[src/rtl/m_decode_queue.sv]
// Buffered multi-lane instruction kind decoder: classifies each lane at enqueue and
// holds {instr, kinds, mask} bundles in a DEPTH-entry FIFO towards the issue stage.

package m_decode_queue_pkg;
    typedef enum logic [2:0] {
        KIND_INVALID = 3'd0,
        KIND_RRR     = 3'd1,
        KIND_MEMORY  = 3'd2,
        KIND_MODEL   = 3'd3,
        KIND_RRI     = 3'd4,
        KIND_CUSTOM  = 3'd5
    } e_kind;
endpackage

module m_decode_queue
    import m_decode_queue_pkg::*;
#(
    parameter int LANES     = 2,
    parameter int DEPTH     = 4,
    parameter int CUSTOM_EN = 1,
    parameter int CNT_W     = 16
) (
    input  logic                       clk,
    input  logic                       rst_n,
    input  logic                       flush,
    input  logic                       in_valid,
    output logic                       in_ready,
    input  logic [32*LANES-1:0]        in_instr,
    input  logic [LANES-1:0]           in_mask,
    output logic                       out_valid,
    input  logic                       out_ready,
    output logic [32*LANES-1:0]        out_instr,
    output e_kind [LANES-1:0]          out_kind,
    output logic [LANES-1:0]           out_mask,
    output logic [$clog2(DEPTH+1)-1:0] level,
    output logic [CNT_W-1:0]           illegal_count
);

    localparam int AW = $clog2(DEPTH);
    localparam int LW = $clog2(DEPTH+1);

    logic [32*LANES-1:0] mem_instr [DEPTH];
    e_kind [LANES-1:0]   mem_kind  [DEPTH];
    logic [LANES-1:0]    mem_mask  [DEPTH];

    logic [AW-1:0]     wptr, rptr;
    logic              push, pop;
    e_kind [LANES-1:0] in_kind;
    logic [CNT_W:0]    inc, cnt_sum;

    function automatic e_kind decode(input logic [3:0] op, input logic lane_on);
        e_kind k;
        if (!lane_on) begin
            k = KIND_INVALID;
        end else begin
            case (op)
                4'h0:                   k = KIND_RRR;
                4'h1:                   k = KIND_MEMORY;
                4'h2:                   k = KIND_MODEL;
                4'h4, 4'h5, 4'h6, 4'h7: k = KIND_RRI;
                4'hC, 4'hD, 4'hE, 4'hF: k = (CUSTOM_EN != 0) ? KIND_CUSTOM : KIND_INVALID;
                default:                k = KIND_INVALID;
            endcase
        end
        return k;
    endfunction

    assign in_ready  = (level != LW'(DEPTH));
    assign out_valid = (level != '0);
    assign push      = in_valid && in_ready;
    assign pop       = out_valid && out_ready;

    always_comb begin
        inc = '0;
        for (int unsigned i = 0; i < LANES; i++) begin
            in_kind[i] = decode(in_instr[32*i+28 +: 4], in_mask[i]);
            if (in_mask[i] && in_kind[i] == KIND_INVALID)
                inc = inc + {{CNT_W{1'b0}}, 1'b1};
        end
        cnt_sum = {1'b0, illegal_count} + inc;
    end

    // Storage has no reset; out_* are masked while empty so stale contents never leak.
    always_ff @(posedge clk) begin
        if (push && !flush) begin
            mem_instr[wptr] <= in_instr;
            mem_kind[wptr]  <= in_kind;
            mem_mask[wptr]  <= in_mask;
        end
    end

    always_ff @(posedge clk or negedge rst_n) begin
        if (!rst_n) begin
            wptr          <= '0;
            rptr          <= '0;
            level         <= '0;
            illegal_count <= '0;
        end else if (flush) begin
            wptr  <= '0;
            rptr  <= '0;
            level <= '0;
        end else begin
            if (push) wptr <= wptr + 1'b1;
            if (pop)  rptr <= rptr + 1'b1;
            case ({push, pop})
                2'b10:   level <= level + 1'b1;
                2'b01:   level <= level - 1'b1;
                default: level <= level;
            endcase
            if (push)
                illegal_count <= cnt_sum[CNT_W] ? '1 : cnt_sum[CNT_W-1:0];
        end
    end

    always_comb begin
        out_instr = out_valid ? mem_instr[rptr] : '0;
        out_mask  = out_valid ? mem_mask[rptr]  : '0;
        for (int unsigned i = 0; i < LANES; i++)
            out_kind[i] = out_valid ? mem_kind[rptr][i] : KIND_INVALID;
    end

endmodule

[config.mk]
export PLATFORM = sky130hd
export DESIGN_NAME = m_decode_queue
export DESIGN_NICKNAME = d
export VERILOG_FILES = /design/src/rtl/m_decode_queue.sv
export SDC_FILE = /design/constraint.sdc
export NUM_CORES = 1
export LEC_CHECK = 0
export BUFFER_PORTS_ARGS = -buffer_cell sky130_fd_sc_hd__clkbuf_2
export CORE_MARGIN = 10
export CORE_UTILIZATION = 52
export CTS_CLUSTER_SIZE = 25
export DETAILED_ROUTE_END_ITERATION = 8
export GPL_TIMING_DRIVEN = 0
export PLACE_DENSITY = 0.78
export SLEW_MARGIN = 20
export SYNTH_ARGS = -nofsm -noshare
export SYNTH_HDL_FRONTEND = slang
export SYNTH_SLANG_ARGS = --single-unit
[constraint.sdc]
create_clock -name clk -period 3.04 [get_ports clk]
set_input_delay 0.608 -clock clk [delete_from_list [all_inputs] [get_ports clk]]
set_output_delay 0.608 -clock clk [all_outputs]
set_load 0.005 [all_outputs]
# [After elaboration in Yosys (flattened, before gate mapping)]
# Memories as Yosys holds them, arrays and structs flattened.
# Index checks and enable logic that the tools add are counted.
# Widths: inputs -> output; s select.
[op_classes] n_addsub=6 eq_ne=3 muxes=17 n_bitwise=1 reduce_logical=13
[op_table] operator="$mux 64" n=1
[op_table] operator="$add 16x17->17" n=1
[op_table] operator="$add 17x1->17 const B" n=1
[op_table] operator="$mux 17" n=1
[op_table] operator="$mux 16" n=1
[op_table] operator="$mux 3" n=5
[op_table] operator="$mux 2" n=5
[op_table] operator="$logic_not 3->1" n=2
[op_table] operator="$pmux 3 s2" n=1
[op_table] operator="$reduce_bool 3->1" n=2
[op_table] operator="$logic_and 1x1->1" n=5
[op_table] operator="$add 2x1->2 const B" n=2
[op_table] operator="$reduce_bool 2->1" n=2
[op_table] operator="$add 3x1->3 const B" n=1
[op_table] operator="$mux 1" n=3
[op_table] operator="$ne 3x3->1 const B" n=1
[op_table] operator="$sub 3x1->3 const B" n=1
[op_table] operator="$eq 2x1->1 const B" n=1
[op_table] operator="$eq 2x2->1 const B" n=1
[op_table] operator="$reduce_and 2->1" n=1
[op_table] operator="$logic_not 1->1" n=1
[op_table] operator="$not 1->1" n=1
[totals] reg_bits=23 ramBits=288 romBits=96 in_bits=71 out_inout_bits=93 word_cells=49 mem_count=5
[mem_list] name="mem_instr" depth=4 width=64 read_ports=1 rd_ports_with_merged_regs=0 wr=1 line="42" rtl="logic [32*LANES-1:0] mem_instr [DEPTH];"
[mem_list] name="(name not given)" depth=16 width=3 read_ports=1 rd_ports_with_merged_regs=0 wr=0 line="56" rtl="case (op)"
[mem_list] name="(name not given)" depth=16 width=3 read_ports=1 rd_ports_with_merged_regs=0 wr=0 line="56"
[mem_list] name="mem_kind" depth=4 width=6 read_ports=1 rd_ports_with_merged_regs=0 wr=1 line="43" rtl="e_kind [LANES-1:0] mem_kind [DEPTH];"
[mem_list] name="mem_mask" depth=4 width=2 read_ports=1 rd_ports_with_merged_regs=0 wr=1 line="44" rtl="logic [LANES-1:0] mem_mask [DEPTH];"

# [Longest topological paths before layout]
# Gate-level depths: netlist of run 1.
# An unclocked memory read counts as a cell.
[logic_depth] ltp_word=9 mapped_depth=13 mapped_depth_nobuf=13

# [Worst setup path after synthesis of run 1]
# No wires, ideal clock.
[synth_path] path_type="in2reg" from="input port flush" to="memory mem_instr[0][0] (netlist name), enable pin" setup_ns=0.438 arrival_ns=2.917 required_time_ns=2.602 setup_slack_ns=-0.315 cell_stages=4 n_path_buf=1 path_cell_list="clkbuf_1 > nand2b_1 > nor2_1 > and2_1"
[synth_via] elab_chain_len=4
[synth_lines] element="from (decl)" line="25" rtl="input logic flush,"
[synth_lines] element="$logic_not 1->1" line="85" rtl="if (push && !flush) begin"
[synth_lines] element="$logic_and 1x1->1" line="85"
[synth_lines] element="$mux 1" line="85"
[synth_lines] element="$mux 1 (not written as such)" line="86" rtl="mem_instr[wptr] <= in_instr;"
[synth_lines] element="to (decl)" line="42"
# No other way between the ends.

# [Final worst setup path of run 1]
[layout_path] from="register level[0]" to="output port out_instr[29]"
[layout_via] elab_chain_len=2
[layout_lines] element="from (decl)" line="35" rtl="output logic [$clog2(DEPTH+1)-1:0] level,"
[layout_lines] element="from (signal assigned)" line="106" rtl="2'b10: level <= level + 1'b1;"
[layout_lines] element="from (signal assigned)" line="107" rtl="2'b01: level <= level - 1'b1;"
[layout_lines] element="from (signal assigned)" line="108" rtl="default: level <= level;"
[layout_lines] element="$reduce_bool 3->1" line="69" rtl="assign out_valid = (level != '0);"
[layout_lines] element="$mux 64" line="116" rtl="out_instr = out_valid ? mem_instr[rptr] : '0;"
[layout_lines] element="to (decl)" line="32" rtl="output logic [32*LANES-1:0] out_instr,"
# No other way between the ends.

==> results.json, run 1 <==
{
  "outcome": "finished, final reports clean",
  "path_clk_slew_ns": 0.06,
  "placed_cell_area_mm2": 0.0137,
  "critical_path_required_ns": 2.43,
  "vias": 6379,
  "grt_setup_unrepaired": "yes",
  "ir_drop_mv": 0.416,
  "async_flop_share": 0.0740,
  "num-fill-cells": 1647,
  "overflow": 0,
  "r2r_slack_ns": 0.75,
  "grt_pass1_wl_mm": 39.6,
  "worstPathMaxFanout": 10,
  "synth_nets": 702,
  "final_cells": 1162,
  "yosysUniqueCellTypes": 44,
  "place_inst": 1106,
  "hp-class": "in2async",
  "dp_hpwl_mm": 16.6,
  "final_area_mm2": 0.0147,
  "synth-seq-cells": 311,
  "die_area_mm2": 0.0304,
  "track_usage": 0.163,
  "postSynthAreaPerCell_um2": 20.0,
  "fin_skew_ns": 0.0120,
  "die_y_um": 174,
  "r2r_cells": 4,
  "vias_per_cell": 5.49,
  "synth_edf_count": 288,
  "maxCapViolations": 0,
  "crit_end": "out_instr[29]",
  "finalCriticalPeriod_ns": 2.92,
  "arrival_ns": 2.31,
  "drive_gt1_frac": 0.381,
  "drt_iter0_markers": 483,
  "yosysTopAreaCellShare": 0.699,
  "ant_nets": 0,
  "r2r-start": "level[0]",
  "die_x_um": 174,
  "antenna_found_initial": 0,
  "clock_latency_ns": 0.53,
  "coreArea_mm2": 0.0235,
  "p_leak_uw": 0.00520,
  "setup_tns_ns": 0,
  "setup_viol": 0,
  "cts_sinks": 311,
  "ioPinCount": 164,
  "seq_area_mm2": 0.00922,
  "multiInputGateArea_mm2": 0.00303,
  "syn-instance-count": 620,
  "worst_pin_slew_ns": 0.620,
  "path_class": "reg2out",
  "wl_per_cell_um": 21.7,
  "htreeDepth": 1,
  "max-slew-margin-rel": 0.581,
  "yosys_most_used_dff": "edfxtp_1",
  "fin_hold_ws_ns": 0.0704,
  "grt_pass1_vias": 6898,
  "start_util": 0.527,
  "yosysSeqAreaShare": 0.745,
  "drv_slew": 0,
  "yosys_warnings": 0,
  "final-hold-violation-count": 0,
  "nets": 903,
  "totalWireLength_mm": 25.2,
  "clock_path_buffers": 3,
  "rr_endpoint": "mem_instr[1][41]",
  "synth_area_leaders": "edfxtp_1 (70%), mux4_2 (13%), dfrtp_1 (4.7%), and2_1 (3.9%), ha_1 (0.91%)",
  "areaGrowthSynthToFinish_pct": 19.0,
  "yosys.area.top_type": "edfxtp_1",
  "cts_tree": "built",
  "cp-end-kind": "output pin",
  "cp-start-kind": "register",
  "crit_path_start": "level[0]",
  "cts_made_buffers": 31,
  "io_buffers": 163,
  "row_count": 56,
  "dr.pass1.iters": 4,
  "power.density_mw_per_mm2": 794,
  "root_buffer": "clkbuf_16",
  "syn_area_mm2": 0.0124,
  "grt_max_degree": 44,
  "n_antenna_cell": 0,
  "drc": 0,
  "gp_congestion": 0.830,
  "cts_hold_buffers": 0,
  "period_share": 0.960,
  "max_freq_mhz": 343
}
-- power by group --
part	internal [uW]	leakage, uW	switching, uW
sequential	4960	0.00293	129
combinational	1530	0.00182	1540
clock	2030	0.000456	1510
-- cells in the mapped netlist, drive strengths merged (8+ instances only) --
cell type / n
dfrtp: 23
edfxtp: 288
and2: 78
nor3: 9
clkbuf: 19
inv: 9
buf: 9
nand2: 13
nor2: 12
ha: 9
mux4: 72
mux2: 8
-- logic make-up (layout without fill, tap and decap cells) --
group,Yosys count,after routing,synth area share
flip-flops,311,311,0.745
adder cells (fa/ha/maj),11,11,0.0123
multiplexers,82,82,0.140
XOR/XNOR,5,5,0.00354
AND/OR/NAND/NOR,149,149,0.0732
buffers and inverters,37,260,0.0123
AO/OA/AOI/OAI,25,25,0.0132
-- routing by layer --
metal | wire length [um] | up-vias | GRT usage
li1 | - | 2887 | -
met5 | 0 | - | 0
met1 | 10500 | 3268 | 0.216
met2 | 12600 | 198 | 0.269
met3 | 1850 | 26 | 0.0429
met4 | 303 | 0 | 0.0317
-- registers in the layout, summed over array words and instances (netlist names) --
name	cells
illegal_count	16
level	3
mem_instr	256
mem_kind	24
mem_mask	8
rptr	2
wptr	2
-- area by class of cell --
class,count,share of cell area
Sequential cell,311,0.626
Multi-Input combinational cell,272,0.206
Timing Repair Buffer,169,0.0639
Clock buffer,36,0.0540
Tap cell,319,0.0271
Clock inverter,19,0.0101
Buffer,27,0.0100
Inverter,9,0.00246
-- worst min path at each step --
stage / to / depth (start not counted) / start / slack, ns
after floorplan: illegal_count[0] / 0 / rst_n / 0.31
final: illegal_count[6] / 1 / rst_n / 0.07
after CTS: illegal_count[6] / 1 / rst_n / 0.07
after detailed placement: illegal_count[9] / 1 / illegal_count[9] / 0.52
after global routing: illegal_count[9] / 1 / rst_n / 0.09
after global placement: illegal_count[9] / 1 / illegal_count[9] / 0.52
-- stage by stage --
step | setup slack, ns | utilization | total power [uW]
after global placement | -0.565 | 0.579 | 8220
after global routing | -0.0417 | 0.627 | 12300
after detailed placement | -0.509 | 0.584 | 8300
final | 0.122 | 0.627 | 11700
after floorplan | 0.0586 | - | 6970
after CTS | 0.0418 | 0.626 | 11900
-- critical path: stages (launching register included) --
cell	delay [ns]
dfrtp_1	0.49
or3_1	0.44
clkbuf_4	0.26
clkbuf_1	0.25
and2_1	0.22
clkbuf_2	0.12
-- cell usage in the layout, fill, tap and decap left out, types with 3 or more instances in the layout --
cell / netlist / final
nand3_1: 4 / 4
nand2b_1: 4 / 4
clkinv_1: 0 / 5
a21oi_1: 6 / 6
or3_1: 3 / 3
ha_1: 9 / 8
clkbuf_16: 0 / 31
nand2_1: 13 / 13
o211ai_1: 3 / 3
o21ai_0: 5 / 5
nor2_1: 12 / 12
mux4_2: 72 / 72
o21a_1: 3 / 3
buf_16: 0 / 4
and2_1: 78 / 74
o31ai_1: 3 / 3
nor3_1: 8 / 7
edfxtp_1: 288 / 288
clkinv_2: 0 / 8
xnor2_1: 3 / 3
mux2_1: 5 / 5
clkbuf_2: 0 / 171
clkbuf_1: 19 / 14
and2_4: 0 / 4
mux2_2: 3 / 3
inv_1: 8 / 8
and3_1: 3 / 3
clkinvlp_4: 0 / 4
nand4_1: 7 / 7
buf_4: 0 / 8
nor2b_1: 4 / 4
dfrtp_1: 23 / 23
-- what timing repair did --
item,CTS,global route
pin swaps,0,4
resized for setup,17,4
setup endpoints to repair,69,6
setup buffers,0,2
(Power assumes the default switching activity.)
==> run 2: changes to the inputs <==
ABC_AREA = 1   (was not set)
==> results.json, run 2 <==
{
  "p_seq_frac": 0.419,
  "final-hold-violation-count": 0,
  "final_cells": 1606,
  "ant_nets": 0,
  "synth_edf_count": 288,
  "dr.pass1.iters": 5,
  "gp_congestion": 0.811,
  "largest_register_ffs": 256,
  "path_clk_slew_ns": 0.06,
  "totalWireLength_mm": 30.5,
  "track_usage": 0.191,
  "p_int_uw": 8230,
  "power.switching_uw": 3840,
  "path_class": "reg2out",
  "yosys-top-cells-count": "nor2_1 (299), edfxtp_1 (288), o21ai_1 (79), a21oi_1 (75), o21ai_0 (73)",
  "regMostFlops": "mem_instr",
  "worst_pin_slew_ns": 0.747,
  "die_x_um": 176,
  "drv_slew": 0,
  "antenna_found_initial": 1,
  "cts_setup_buffers": 0,
  "start_util": 0.525,
  "layout_commonest_cell": "nor2_1",
  "grt_pass1_wl_mm": 47.1,
  "cp-start-kind": "register",
  "nets": 1342,
  "ir_drop_mv": 0.455,
  "maxCapViolations": 0,
  "n_antenna_cell": 0,
  "pwr-share-clk": 0.297,
  "reg_top3": "mem_instr: 256 flops, mem_kind: 24 flops, illegal_count: 16 flops",
  "yosys_warnings": 0,
  "clock_latency_ns": 0.54,
  "io_buffers": 163,
  "final_cell_mix": "nor2_1 (295), edfxtp_1 (288), clkbuf_2 (170)",
  "async_flop_share": 0.0740,
  "worstPathMaxFanout": 10,
  "ioPinCount": 164,
  "arrival_ns": 2.31,
  "setup_tns_ns": 0,
  "p_leak_uw": 0.00581,
  "cts_sinks": 311,
  "row_count": 57,
  "grt_pass1_vias": 8765,
  "fin_skew_ns": 0.0127,
  "period_share": 0.959,
  "overflow": 0,
  "vias": 8653,
  "outcome": "finished, final reports clean",
  "grt_setup_unrepaired": "no",
  "synth_nets": 1134,
  "htreeDepth": 1,
  "cp-end-kind": "output pin",
  "dp_hpwl_mm": 20.3,
  "synth-seq-cells": 311,
  "grt_max_degree": 25,
  "postSynthAreaPerCell_um2": 12.0,
  "finalCriticalPeriod_ns": 2.91,
  "yosysMostFrequentCell": "nor2_1",
  "switching_share": 0.318,
  "setup_viol": 0,
  "max_freq_mhz": 343,
  "cts_hold_buffers": 0,
  "yosysSeqAreaShare": 0.728,
  "yosys.area.top_type": "edfxtp_1",
  "synth_area_leaders": "edfxtp_1 (68%), nor2_1 (8.9%), dfrtp_1 (4.5%), o21ai_1 (3.1%), a21oi_1 (3.0%)",
  "drive_gt1_frac": 0.218,
  "hp-class": "in2async",
  "wl_per_cell_um": 19.0,
  "yosys_most_used_dff": "edfxtp_1",
  "syn-instance-count": 1052,
  "die_area_mm2": 0.0310,
  "yosysTopAreaCellShare": 0.683,
  "coreArea_mm2": 0.0241,
  "areaGrowthSynthToFinish_pct": 19.8,
  "syn_area_mm2": 0.0127,
  "clock_path_buffers": 3,
  "yosysUniqueCellTypes": 34,
  "root_buffer": "clkbuf_16",
  "pwr-share-comb": 0.284,
  "critical_path_required_ns": 2.43,
  "drt_iter0_markers": 645,
  "vias_per_cell": 5.39,
  "drc": 0,
  "max-slew-margin-rel": 0.501,
  "cts_tree": "built",
  "die_y_um": 176,
  "seq_area_mm2": 0.00922,
  "place_inst": 1551,
  "cts_made_buffers": 31,
  "num-fill-cells": 1859,
  "power.density_mw_per_mm2": 796,
  "multiInputGateArea_mm2": 0.00305
}
-- run 2: cell count changes in the layout (fill, tap and decap cells not counted), sizes merged, moves of 8 or more --
| cell | change |
|---|---|
| a21oi | +68 |
| and2 | -78 |
| buf | +33 |
| inv | +30 |
| mux2 | -8 |
| mux4 | -72 |
| nand2 | +45 |
| nand3 | +18 |
| nor2 | +291 |
| o21ai | +147 |
-- run 2: kinds of logic (layout without fill, tap and decap cells) --
| family | after synthesis | in the layout | synth area share |
|---|---|---|---|
| buffers and inverters | 95 | 325 | 0.0330 |
| AND/OR/NAND/NOR | 400 | 400 | 0.131 |
| adder cells (fa/ha/maj) | 11 | 11 | 0.0121 |
| AO/OA/AOI/OAI | 228 | 228 | 0.0903 |
| flip-flops | 311 | 311 | 0.728 |
| XOR/XNOR | 7 | 7 | 0.00484 |
-- run 2: path summary, 6_finish.rpt --
path / startpoint / endpoint / slack (ns) / cells after the start
max: rptr[0] / out_instr[40] / 0.13 / 6
min: rst_n / illegal_count[12] / 0.06 / 1
max reg2reg: level[0] / mem_instr[3][52] / 0.77 / 7
min reg2reg: illegal_count[15] / illegal_count[15] / 0.53 / 2
max in group asynchronous: rst_n / illegal_count[2] / 2.59 / 1
min in group clk: in_instr[23] / mem_instr[2][23] / 0.28 / 1
-- run 2: area by class of cell --
cell class,instances,share of cell area
plain buffers,56,0.0194
clock buffers,36,0.0524
clock inverters,19,0.0102
inverters,39,0.00965
multi-input cells,646,0.201
flip-flops and latches,311,0.608
well taps,324,0.0267
repair buffers,175,0.0726
-- run 2: through the flow --
stage | utilization | area, um^2 | hold slack [ns] | total power [uW] | setup slack, ns
after CTS | 0.629 | 15200 | 0.0647 | 12100 | 0.0305
after global placement | 0.576 | 13900 | 0.507 | 8440 | -1.81
after detailed placement | 0.589 | 14200 | 0.511 | 8560 | -0.353
after floorplan | - | 12700 | 0.312 | 6900 | -0.253
after global routing | 0.629 | 15200 | 0.0824 | 12700 | 0.00430
final | 0.629 | 15200 | 0.0561 | 12100 | 0.126
-- run 2: routing by layer --
layer,track usage,up-vias,wire [um]
li1,-,4104,-
met1,0.235,4203,12300
met2,0.338,303,15700
met3,0.0406,41,2070
met4,0.0470,2,498
met5,0,-,7
-- run 2: what timing repair did --
| item | 4_1_cts | 5_1_grt |
|---|---|---|
| gates resized for setup | 7 | 13 |
| hold endpoints to repair | 0 | 0 |
| setup endpoints to repair | 49 | 53 |
-- run 2: power by group through the flow --
stage	registers (uW)	logic, uW	clock network (uW)
after floorplan	5140	1760	0
after global placement	5160	3280	0
after detailed placement	5140	3420	0
after CTS	5060	3450	3640
after global routing	5070	3810	3830
final	5060	3430	3590
-- run 2: critical path: stages, from the launching register on --
cell      delay (ns)
dfrtp_1         0.40
inv_2           0.23
clkbuf_4        0.31
buf_2           0.28
o21ai_1         0.11
a21oi_1         0.25
clkbuf_2        0.18
